File: src/rtl/mem_stage.sv
// mem_stage: memory-access pipeline stage between EXE and WB.
// Latches the EXE->MEM bus, picks up the synchronous data-SRAM read word,
// aligns/extends load data and forwards results and status to ID/EXE/WB.
// A one-entry buffer keeps the SRAM word alive while WB back-pressures,
// because the SRAM only presents the word for one cycle.

module mem_stage #(
    parameter int ES_TO_MS_BUS_WD = 169,
    parameter int MS_TO_WS_BUS_WD = 156
) (
    input  logic                       clk,
    input  logic                       resetn,
    input  logic                       ws_allowin,
    output logic                       ms_allowin,
    input  logic                       es_to_ms_valid,
    input  logic [ES_TO_MS_BUS_WD-1:0] es_to_ms_bus,
    output logic                       ms_to_ws_valid,
    output logic [MS_TO_WS_BUS_WD-1:0] ms_to_ws_bus,
    input  logic [31:0]                data_sram_rdata,
    input  logic                       flush,
    output logic [4:0]                 MEM_dest,
    output logic [31:0]                MEM_result,
    output logic                       ms_load_op,
    output logic                       ms_inst_mfc0,
    output logic                       ms_ex,
    output logic                       ms_inst_eret
);

    // ------------------------------------------------------------------
    // Pipeline control
    // ------------------------------------------------------------------
    logic                       ms_valid;
    logic                       ms_ready_go;
    logic [ES_TO_MS_BUS_WD-1:0] es_to_ms_bus_r;

    // Read-data buffer state
    logic                       buf_v;
    logic [31:0]                rdata_buf;
    logic [31:0]                rd_word;

    // Decoded fields of the latched EXE->MEM bus
    logic [3:0]                 ms_tlb_ops;
    logic [31:0]                ms_badvaddr;
    logic [4:0]                 ms_mfc0_rd;
    logic                       ms_ex_bit;
    logic [4:0]                 ms_exccode;
    logic                       ms_bd;
    logic                       ms_eret;
    logic [2:0]                 ms_sel;
    logic                       ms_mtc0;
    logic                       ms_mfc0;
    logic [31:0]                ms_rt_value;
    logic [11:0]                ms_mem_inst;
    logic                       ms_res_from_mem;
    logic                       ms_gr_we;
    logic [4:0]                 ms_dest;
    logic [31:0]                ms_alu_result;
    logic [31:0]                ms_pc;

    // Load decode and alignment
    logic                       inst_lw;
    logic                       inst_lb;
    logic                       inst_lbu;
    logic                       inst_lh;
    logic                       inst_lhu;
    logic                       inst_lwl;
    logic                       inst_lwr;
    logic [1:0]                 addr_low;
    logic [7:0]                 load_byte;
    logic [15:0]                load_half;
    logic [31:0]                lwl_result;
    logic [31:0]                lwr_result;
    logic [31:0]                load_result;
    logic [31:0]                final_result;

    // Store opcodes and the lw/sw split are consumed upstream; only loads matter here
    logic                       unused_store_bits;

    assign ms_ready_go    = 1'b1;
    assign ms_allowin     = !ms_valid || (ms_ready_go && ws_allowin);
    assign ms_to_ws_valid = ms_valid && ms_ready_go;

    // Stage valid flag: flush empties the stage ahead of any new arrival
    always_ff @(posedge clk or negedge resetn) begin
        if (!resetn) begin
            ms_valid <= 1'b0;
        end else if (flush) begin
            ms_valid <= 1'b0;
        end else if (ms_allowin) begin
            ms_valid <= es_to_ms_valid;
        end
    end

    // Bus register: clears on flush so no stale status leaks to the outputs
    always_ff @(posedge clk or negedge resetn) begin
        if (!resetn) begin
            es_to_ms_bus_r <= '0;
        end else if (flush) begin
            es_to_ms_bus_r <= '0;
        end else if (es_to_ms_valid && ms_allowin) begin
            es_to_ms_bus_r <= es_to_ms_bus;
        end
    end

    // Capture the SRAM word on the first stalled cycle and hold it until the instruction leaves
    always_ff @(posedge clk or negedge resetn) begin
        if (!resetn) begin
            buf_v     <= 1'b0;
            rdata_buf <= 32'h0;
        end else if (flush) begin
            buf_v     <= 1'b0;
        end else if (ms_to_ws_valid && ws_allowin) begin
            buf_v     <= 1'b0;
        end else if (ms_valid && !ws_allowin && !buf_v) begin
            buf_v     <= 1'b1;
            rdata_buf <= data_sram_rdata;
        end
    end

    assign rd_word = buf_v ? rdata_buf : data_sram_rdata;

    // ------------------------------------------------------------------
    // Bus field extraction
    // ------------------------------------------------------------------
    assign ms_tlb_ops      = es_to_ms_bus_r[168:165];
    assign ms_badvaddr     = es_to_ms_bus_r[164:133];
    assign ms_mfc0_rd      = es_to_ms_bus_r[132:128];
    assign ms_ex_bit       = es_to_ms_bus_r[127];
    assign ms_exccode      = es_to_ms_bus_r[126:122];
    assign ms_bd           = es_to_ms_bus_r[121];
    assign ms_eret         = es_to_ms_bus_r[120];
    assign ms_sel          = es_to_ms_bus_r[119:117];
    assign ms_mtc0         = es_to_ms_bus_r[116];
    assign ms_mfc0         = es_to_ms_bus_r[115];
    assign ms_rt_value     = es_to_ms_bus_r[114:83];
    assign ms_mem_inst     = es_to_ms_bus_r[82:71];
    assign ms_res_from_mem = es_to_ms_bus_r[70];
    assign ms_gr_we        = es_to_ms_bus_r[69];
    assign ms_dest         = es_to_ms_bus_r[68:64];
    assign ms_alu_result   = es_to_ms_bus_r[63:32];
    assign ms_pc           = es_to_ms_bus_r[31:0];

    assign inst_lw  = ms_mem_inst[0];
    assign inst_lb  = ms_mem_inst[2];
    assign inst_lbu = ms_mem_inst[3];
    assign inst_lh  = ms_mem_inst[4];
    assign inst_lhu = ms_mem_inst[5];
    assign inst_lwl = ms_mem_inst[6];
    assign inst_lwr = ms_mem_inst[7];

    assign unused_store_bits = ^{ms_mem_inst[1], ms_mem_inst[11:8]};

    assign addr_low  = ms_alu_result[1:0];
    assign load_half = addr_low[1] ? rd_word[31:16] : rd_word[15:0];

    // ------------------------------------------------------------------
    // Load alignment
    // ------------------------------------------------------------------

    // Byte lane select for lb/lbu
    always_comb begin
        load_byte = 8'h00;
        case (addr_low)
            2'd0:    load_byte = rd_word[7:0];
            2'd1:    load_byte = rd_word[15:8];
            2'd2:    load_byte = rd_word[23:16];
            default: load_byte = rd_word[31:24];
        endcase
    end

    // Unaligned word merges: lwl fills from the top, lwr from the bottom, rest kept from rt
    always_comb begin
        lwl_result = rd_word;
        lwr_result = rd_word;
        case (addr_low)
            2'd0: begin
                lwl_result = {rd_word[7:0],  ms_rt_value[23:0]};
                lwr_result = rd_word;
            end
            2'd1: begin
                lwl_result = {rd_word[15:0], ms_rt_value[15:0]};
                lwr_result = {ms_rt_value[31:24], rd_word[31:8]};
            end
            2'd2: begin
                lwl_result = {rd_word[23:0], ms_rt_value[7:0]};
                lwr_result = {ms_rt_value[31:16], rd_word[31:16]};
            end
            default: begin
                lwl_result = rd_word;
                lwr_result = {ms_rt_value[31:8], rd_word[31:24]};
            end
        endcase
    end

    // Pick the load flavour and apply sign or zero extension
    always_comb begin
        load_result = rd_word;
        if (inst_lb) begin
            load_result = {{24{load_byte[7]}}, load_byte};
        end else if (inst_lbu) begin
            load_result = {24'h0, load_byte};
        end else if (inst_lh) begin
            load_result = {{16{load_half[15]}}, load_half};
        end else if (inst_lhu) begin
            load_result = {16'h0, load_half};
        end else if (inst_lwl) begin
            load_result = lwl_result;
        end else if (inst_lwr) begin
            load_result = lwr_result;
        end else if (inst_lw) begin
            load_result = rd_word;
        end
    end

    assign final_result = ms_res_from_mem ? load_result : ms_alu_result;

    // ------------------------------------------------------------------
    // Outputs
    // ------------------------------------------------------------------

    // An excepting instruction must never write the register file
    assign ms_to_ws_bus = {ms_tlb_ops,
                           ms_ex_bit,
                           ms_exccode,
                           ms_bd,
                           ms_eret,
                           ms_sel,
                           ms_mtc0,
                           ms_mfc0,
                           ms_mfc0_rd,
                           ms_rt_value,
                           ms_badvaddr,
                           ms_gr_we & ~ms_ex_bit,
                           ms_dest,
                           final_result,
                           ms_pc};

    assign MEM_dest     = ms_dest & {5{ms_valid & ms_gr_we}};
    assign MEM_result   = final_result;
    assign ms_load_op   = ms_valid & ms_res_from_mem;
    assign ms_inst_mfc0 = ms_valid & ms_mfc0;
    assign ms_ex        = ms_valid & ms_ex_bit;
    assign ms_inst_eret = ms_valid & ms_eret;

endmodule
File: config.mk
export PLATFORM = sky130hd
export DESIGN_NAME = mem_stage
export DESIGN_NICKNAME = d
export VERILOG_FILES = /design/src/rtl/mem_stage.sv
export SDC_FILE = /design/constraint.sdc
export NUM_CORES = 1
export LEC_CHECK = 0
export BUFFER_PORTS_ARGS = -buffer_cell sky130_fd_sc_hd__clkbuf_2
export CORE_AREA = 2 2 158 160
export CTS_BUF_LIST = sky130_fd_sc_hd__clkbuf_8
export DETAILED_ROUTE_END_ITERATION = 8
export DIE_AREA = 0 0 160 162
export GPL_ROUTABILITY_DRIVEN = 0
export GPL_TIMING_DRIVEN = 0
export PLACE_DENSITY = 0.75
export SETUP_SLACK_MARGIN = 0.5
export SLEW_MARGIN = 20
export SYNTH_ARGS = -nofsm -noshare
export SYNTH_HDL_FRONTEND = slang
export SYNTH_SLANG_ARGS = --single-unit
export TNS_END_PERCENT = 100
File: constraint.sdc
create_clock -name clk -period 2.65 [get_ports clk]
set_input_delay 0.53 -clock clk [delete_from_list [all_inputs] [get_ports clk]]
set_output_delay 0.53 -clock clk [all_outputs]
set_load 0.03 [all_outputs]
# Word-level counts from Yosys, hierarchy flattened
# Index checks and enable logic that the tools add are counted.
# op_classes
muxes	19
bitwise	10
reduce_logical	13
n_eq_ne	2
# ops
cell	count
$mux W169	2
$mux W32	8
$pmux W32 S3	2
$pmux W8 S3	1
$mux W16	1
$and A1 B1 Y1	6
$and A5 B5 Y5	1
$mux W1	5
$logic_and A1 B1 Y1	4
$reduce_bool A2 Y1	2
$logic_not A1 Y1	3
$not A1 Y1	3
$reduce_and A3 Y1	1
$reduce_bool A3 Y1	1
$eq A2 B1 Y1 const B	1
$eq A2 B2 Y1 const B	1
$logic_not A2 Y1	1
$logic_or A1 B1 Y1	1
# totals
register_bits	203
input_bits	206
word_cells	48
output_inout_bits	199

# Longest topological paths before layout
# logic_depth
ltp_word	9
mapped_depth	9

# Least setup slack after synthesis
# No wires, ideal clock.
# synth_path
path_kind	reg-to-output
startpoint	reg es_to_ms_bus_r[32]
endpoint	out ms_to_ws_bus[36]
slack_ns	-0.352
n_path_buf	3
path_stages_with_launch	8
t_required_ns	2.120
arrival_time_ns	2.472
cell_sequence	dfrtp_1 > buf_2 > nand2b_1 > clkbuf_1 > o22ai_1 > or3_1 > o21ai_0 > buf_4
# synth_between
elab_chain_len	9
elab_cells_between_ends	13
classes_between	eq/ne (2); mux (10); reduce/logical (1)
# synth_rtl
element	line_no	text
start: declaration	34	logic [ES_TO_MS_BUS_WD-1:0] es_to_ms_bus_r;
start signal: assignment	101	es_to_ms_bus_r <= es_to_ms_bus;
$eq A2 B2 Y1 (tied with other cells)	163, 175	
$pmux W32 S3	175	case (addr_low)
$mux W32	208	end else if (inst_lwr) begin
$mux W32	206	end else if (inst_lwl) begin
$mux W32	204	end else if (inst_lhu) begin
$mux W32	202	end else if (inst_lh) begin
$mux W32	200	end else if (inst_lbu) begin
$mux W32 *	198	if (inst_lb) begin
$mux W32 *	215	assign final_result = ms_res_from_mem ? load_result : ms_alu_result;
end: declaration	18	output logic [MS_TO_WS_BUS_WD-1:0] ms_to_ws_bus,
# Every way passes the cells marked *; elsewhere a longest branch is shown, timed or not.

# Worst setup path after layout
# layout_path
startpoint	reg buf_v
endpoint	out ms_to_ws_bus[60]
# layout_between
elab_chain_len	9
elab_cells_between_ends	12
classes_between	mux (12)
# layout_rtl
element	line_no	text
start: declaration	37	logic buf_v;
start signal: assignment	108	buf_v <= 1'b0;
start signal: assignment	111	buf_v <= 1'b0;
start signal: assignment	113	buf_v <= 1'b0;
$mux W32 *	120	assign rd_word = buf_v ? rdata_buf : data_sram_rdata;
$pmux W32 S3	175	
$mux W32	208	
$mux W32	206	
$mux W32	204	
$mux W32	202	
$mux W32	200	
$mux W32 *	198	
$mux W32 *	215	
# Marked as above.

==> flow_metrics.py <==
metrics = {
    "place": {
        "placement.io_buffers": 397,
        "hpwl_mm": 30.53,
        "dpl_cell_area_sq_um": 13960,
    },
    "clock_tree": {
        "cts_tree": "yes",
        "root_buffer": "clkbuf_8",
        "clkTransAtPathRegs_ns": 0.13,
        "htreeDepth": 4,
        "clock_latency_ns": 0.48,
        "cts.sinks": 197,
        "cts_max_path_buffers": 2,
        "numCtsBuffers": 17,
    },
    "grt": {
        "gr-total-overflow": 0,
        "grt_max_degree": 90,
        "grt_usage_pct": 33.37,
        "grt_pass1_vias": 11007,
        "antenna_found_initial": 3,
        "grt_pass1_wl_mm": 65.83,
    },
    "worst_hold_path": {
        "worstHoldPathType": "input port to register",
    },
    "die": {
        "die_area_sq_um": 25920,
        "die_w_um": 160,
        "die_h_um": 162,
        "core_sq_um": 24110,
        "ios": 405,
        "start_util_pct": 46.39,
        "rows": 57,
    },
    "routing": {
        "antenna_left": 0,
        "drt-pass1-iter-count": 9,
        "drtIter0Drc": 1272,
        "vias": 11048,
        "drt_wl_total_mm": 45.55,
        "drc": 0,
        "wire_per_inst_um": 24.93,
        "viasPerCell": 6.047,
    },
    "sta": {
        "period_needed_ns": 3.449,
        "slew_violations": 0,
        "worst_slack_ns": -0.7991,
        "max_slew_margin_pct": 31.56,
        "setup_violations": 64,
        "skew_ns": 0.02017,
        "rsz0062_at_grt": "yes",
        "fmax_mhz": 289.9,
        "worstMarginPinSlew_ns": 1.027,
        "hold_violations": 0,
        "period_share_pct": 130.2,
    },
    "yosys": {
        "synth.ff_latch_count": 197,
        "postSynthCellCount": 1042,
        "ys_seq_area_share_pct": 44.08,
        "synthTopCellsByArea": "dfrtp_1, a22o_1, buf_4",
        "ys_types": 41,
        "synth_warnings": 0,
        "yosysTopAreaCell": "dfrtp_1",
        "synth.top_cell.area_share_pct": 44.08,
        "synth_commonest_cells": "dfrtp_1, a22o_1, buf_4, mux2_2, nor2_1",
        "syn_nets": 1248,
        "synth_edf_count": 0,
        "async_flop_share_pct": 100.0,
        "yosysMostFrequentCell": "dfrtp_1",
        "syn-cell-area_sq_um": 11180,
        "ys.flop_type": "dfrtp_1",
        "postSynthAreaPerCell_sq_um": 10.73,
    },
    "setup_path": {
        "critPathArrivalTime_ns": 2.92,
        "crit_required_ns": 2.12,
        "worstPathMaxFanout": 10,
        "cp-start-kind": "register",
        "endpoint_kind": "output port",
        "critical_path_class": "register to output port",
    },
    "power_and_ir_drop": {
        "p_int_uw": 5556,
        "seq_power_share_pct": 39.7,
        "finalPower_uw": 9027,
        "combPwrFrac_pct": 37.2,
        "p_switching_uw": 3472,
        "cellPowerDensity_nw_per_um2": 534.3,
        "p_leak_uw": 0.008008,
        "clkPwrFrac_pct": 23.1,
        "swShare_pct": 38.46,
        "max-vdd-ir-drop_mv": 0.3688,
    },
    "final_layout": {
        "fillerInstances": 1705,
        "layout-drive-gt1-share_pct": 62.23,
        "seq_area_sq_um": 4932,
        "finalInstanceArea_sq_um": 16900,
        "post-route-util_pct": 70.09,
        "multi_input_area_sq_um": 6232,
        "nets": 1694,
        "area_growth_pct": 51.07,
    },
    "run": {
        "drv_cap": 0,
    },
    "run_status": {
        "violations": "negative setup slack",
        "status": "finished with violations",
    },
}
## worst max-delay path, cell delays in order, from the launching register on
cell and delay [ns]:
dfrtp_1 0.42, buf_6 0.17, buf_4 0.21, mux2_2 0.40
nor2_1 0.30, nor4b_4 0.13, o31ai_2 0.39, a21oi_4 0.13
buf_6 0.13, clkbuf_8 0.15
## final timing paths
kind                                          start                   to  slack (ns)  cells after the start
max in group asynchronous                    resetn   es_to_ms_bus_r[42]        1.33                      3
worst max-delay path                          buf_v     ms_to_ws_bus[60]       -0.80                      9
worst min register to register  es_to_ms_bus_r[157]  es_to_ms_bus_r[157]        0.51                      1
worst max register to register                buf_v        rdata_buf[25]        0.58                      5
worst min-delay path               es_to_ms_bus[17]   es_to_ms_bus_r[17]        0.24                      2
min in group asynchronous                    resetn         rdata_buf[2]        0.52                      2
## layout by cell type, fill, tap and decap left out, types with 8 or more instances in the layout
master / instances
clkbuf_2: 340
dfrtp_1: 195
a22o_1: 163
buf_4: 144
buf_6: 58
mux2_2: 52
nor2_1: 50
buf_8: 46
clkbuf_8: 29
clkbuf_1: 25
a21oi_2: 23
a211oi_2: 22
mux2i_4: 21
o22ai_1: 19
a21oi_1: 18
o22a_4: 16
a211oi_1: 15
buf_2: 15
nand2_1: 14
mux2i_1: 10
mux2i_2: 10
mux4_2: 10
buf_12: 10
clkbuf_4: 10
a21oi_4: 10
o21ai_4: 8
mux2_4: 8
nor2b_1: 8
## stage by stage
step	setup slack (ns)	setup TNS (ns)	hold slack, ns	std cells
floorplan	0.1039	0	0.2344	1042
global placement	-2.722	-569.69	0.4837	1763
finish	-0.7991	-38.35	0.2364	1827
detailed placement	-0.5277	-37.62	0.4812	1765
CTS	-0.5805	-31.82	0.2118	1815
global route	-0.8164	-41.71	0.2168	1827
## cells by family after synthesis
family | Yosys count | synth area share (%)
compound gates | 344 | 23.66
mux | 113 | 11.93
buf+inv | 245 | 13.88
flops | 197 | 44.08
simple gates | 143 | 6.445
## power groups by stage
| stage | logic, uW | registers [uW] | clock network (uW) |
|---|---|---|---|
| after floorplan | 1720 | 3480 | 0 |
| after global placement | 2440 | 3550 | 0 |
| after detailed placement | 2480 | 3560 | 0 |
| after CTS | 3090 | 3550 | 2090 |
| after global routing | 3480 | 3610 | 2230 |
| final | 3360 | 3580 | 2080 |
## layer usage
| layer | routed length [um] | track usage (%) | part of all wire (%) | up-vias |
|---|---|---|---|---|
| met2 | 21550 | 54.39 | 47 | 775 |
| met5 | 12 | 0 | 0.026 | - |
| li1 | - | - | - | 4668 |
| met1 | 16730 | 40.39 | 37 | 5369 |
| met4 | 2787 | 16.58 | 6.1 | 2 |
| met3 | 4467 | 10.29 | 9.8 | 234 |
## registers in the layout, indices dropped and copies added, names as in the netlist
register        cells
es_to_ms_bus_r    163
rdata_buf          32
buf_v               1
ms_to_ws_valid      1
## timing repair
item | in CTS | in global routing
setup buffers | 14 | 8
hold buffers | 1 | 0
pin swaps | 73 | 28
cloned | 3 | 2
resized for setup | 424 | 121
endpoints found under the hold margin | 37 | 0
setup endpoints to repair | 185 | 68
## cell type report
class / instances / share of cell area [%]
Timing Repair Buffer: 427 / 17.57
Clock buffer: 17 / 1.385
Tap cell: 324 / 2.399
Antenna cell: 2 / 0.02962
Buffer: 241 / 11.35
Multi-Input combinational cell: 600 / 36.89
Inverter: 4 / 0.09627
Clock inverter: 15 / 1.089
Sequential cell: 197 / 29.19
Power figures use the tool's default switching activity.
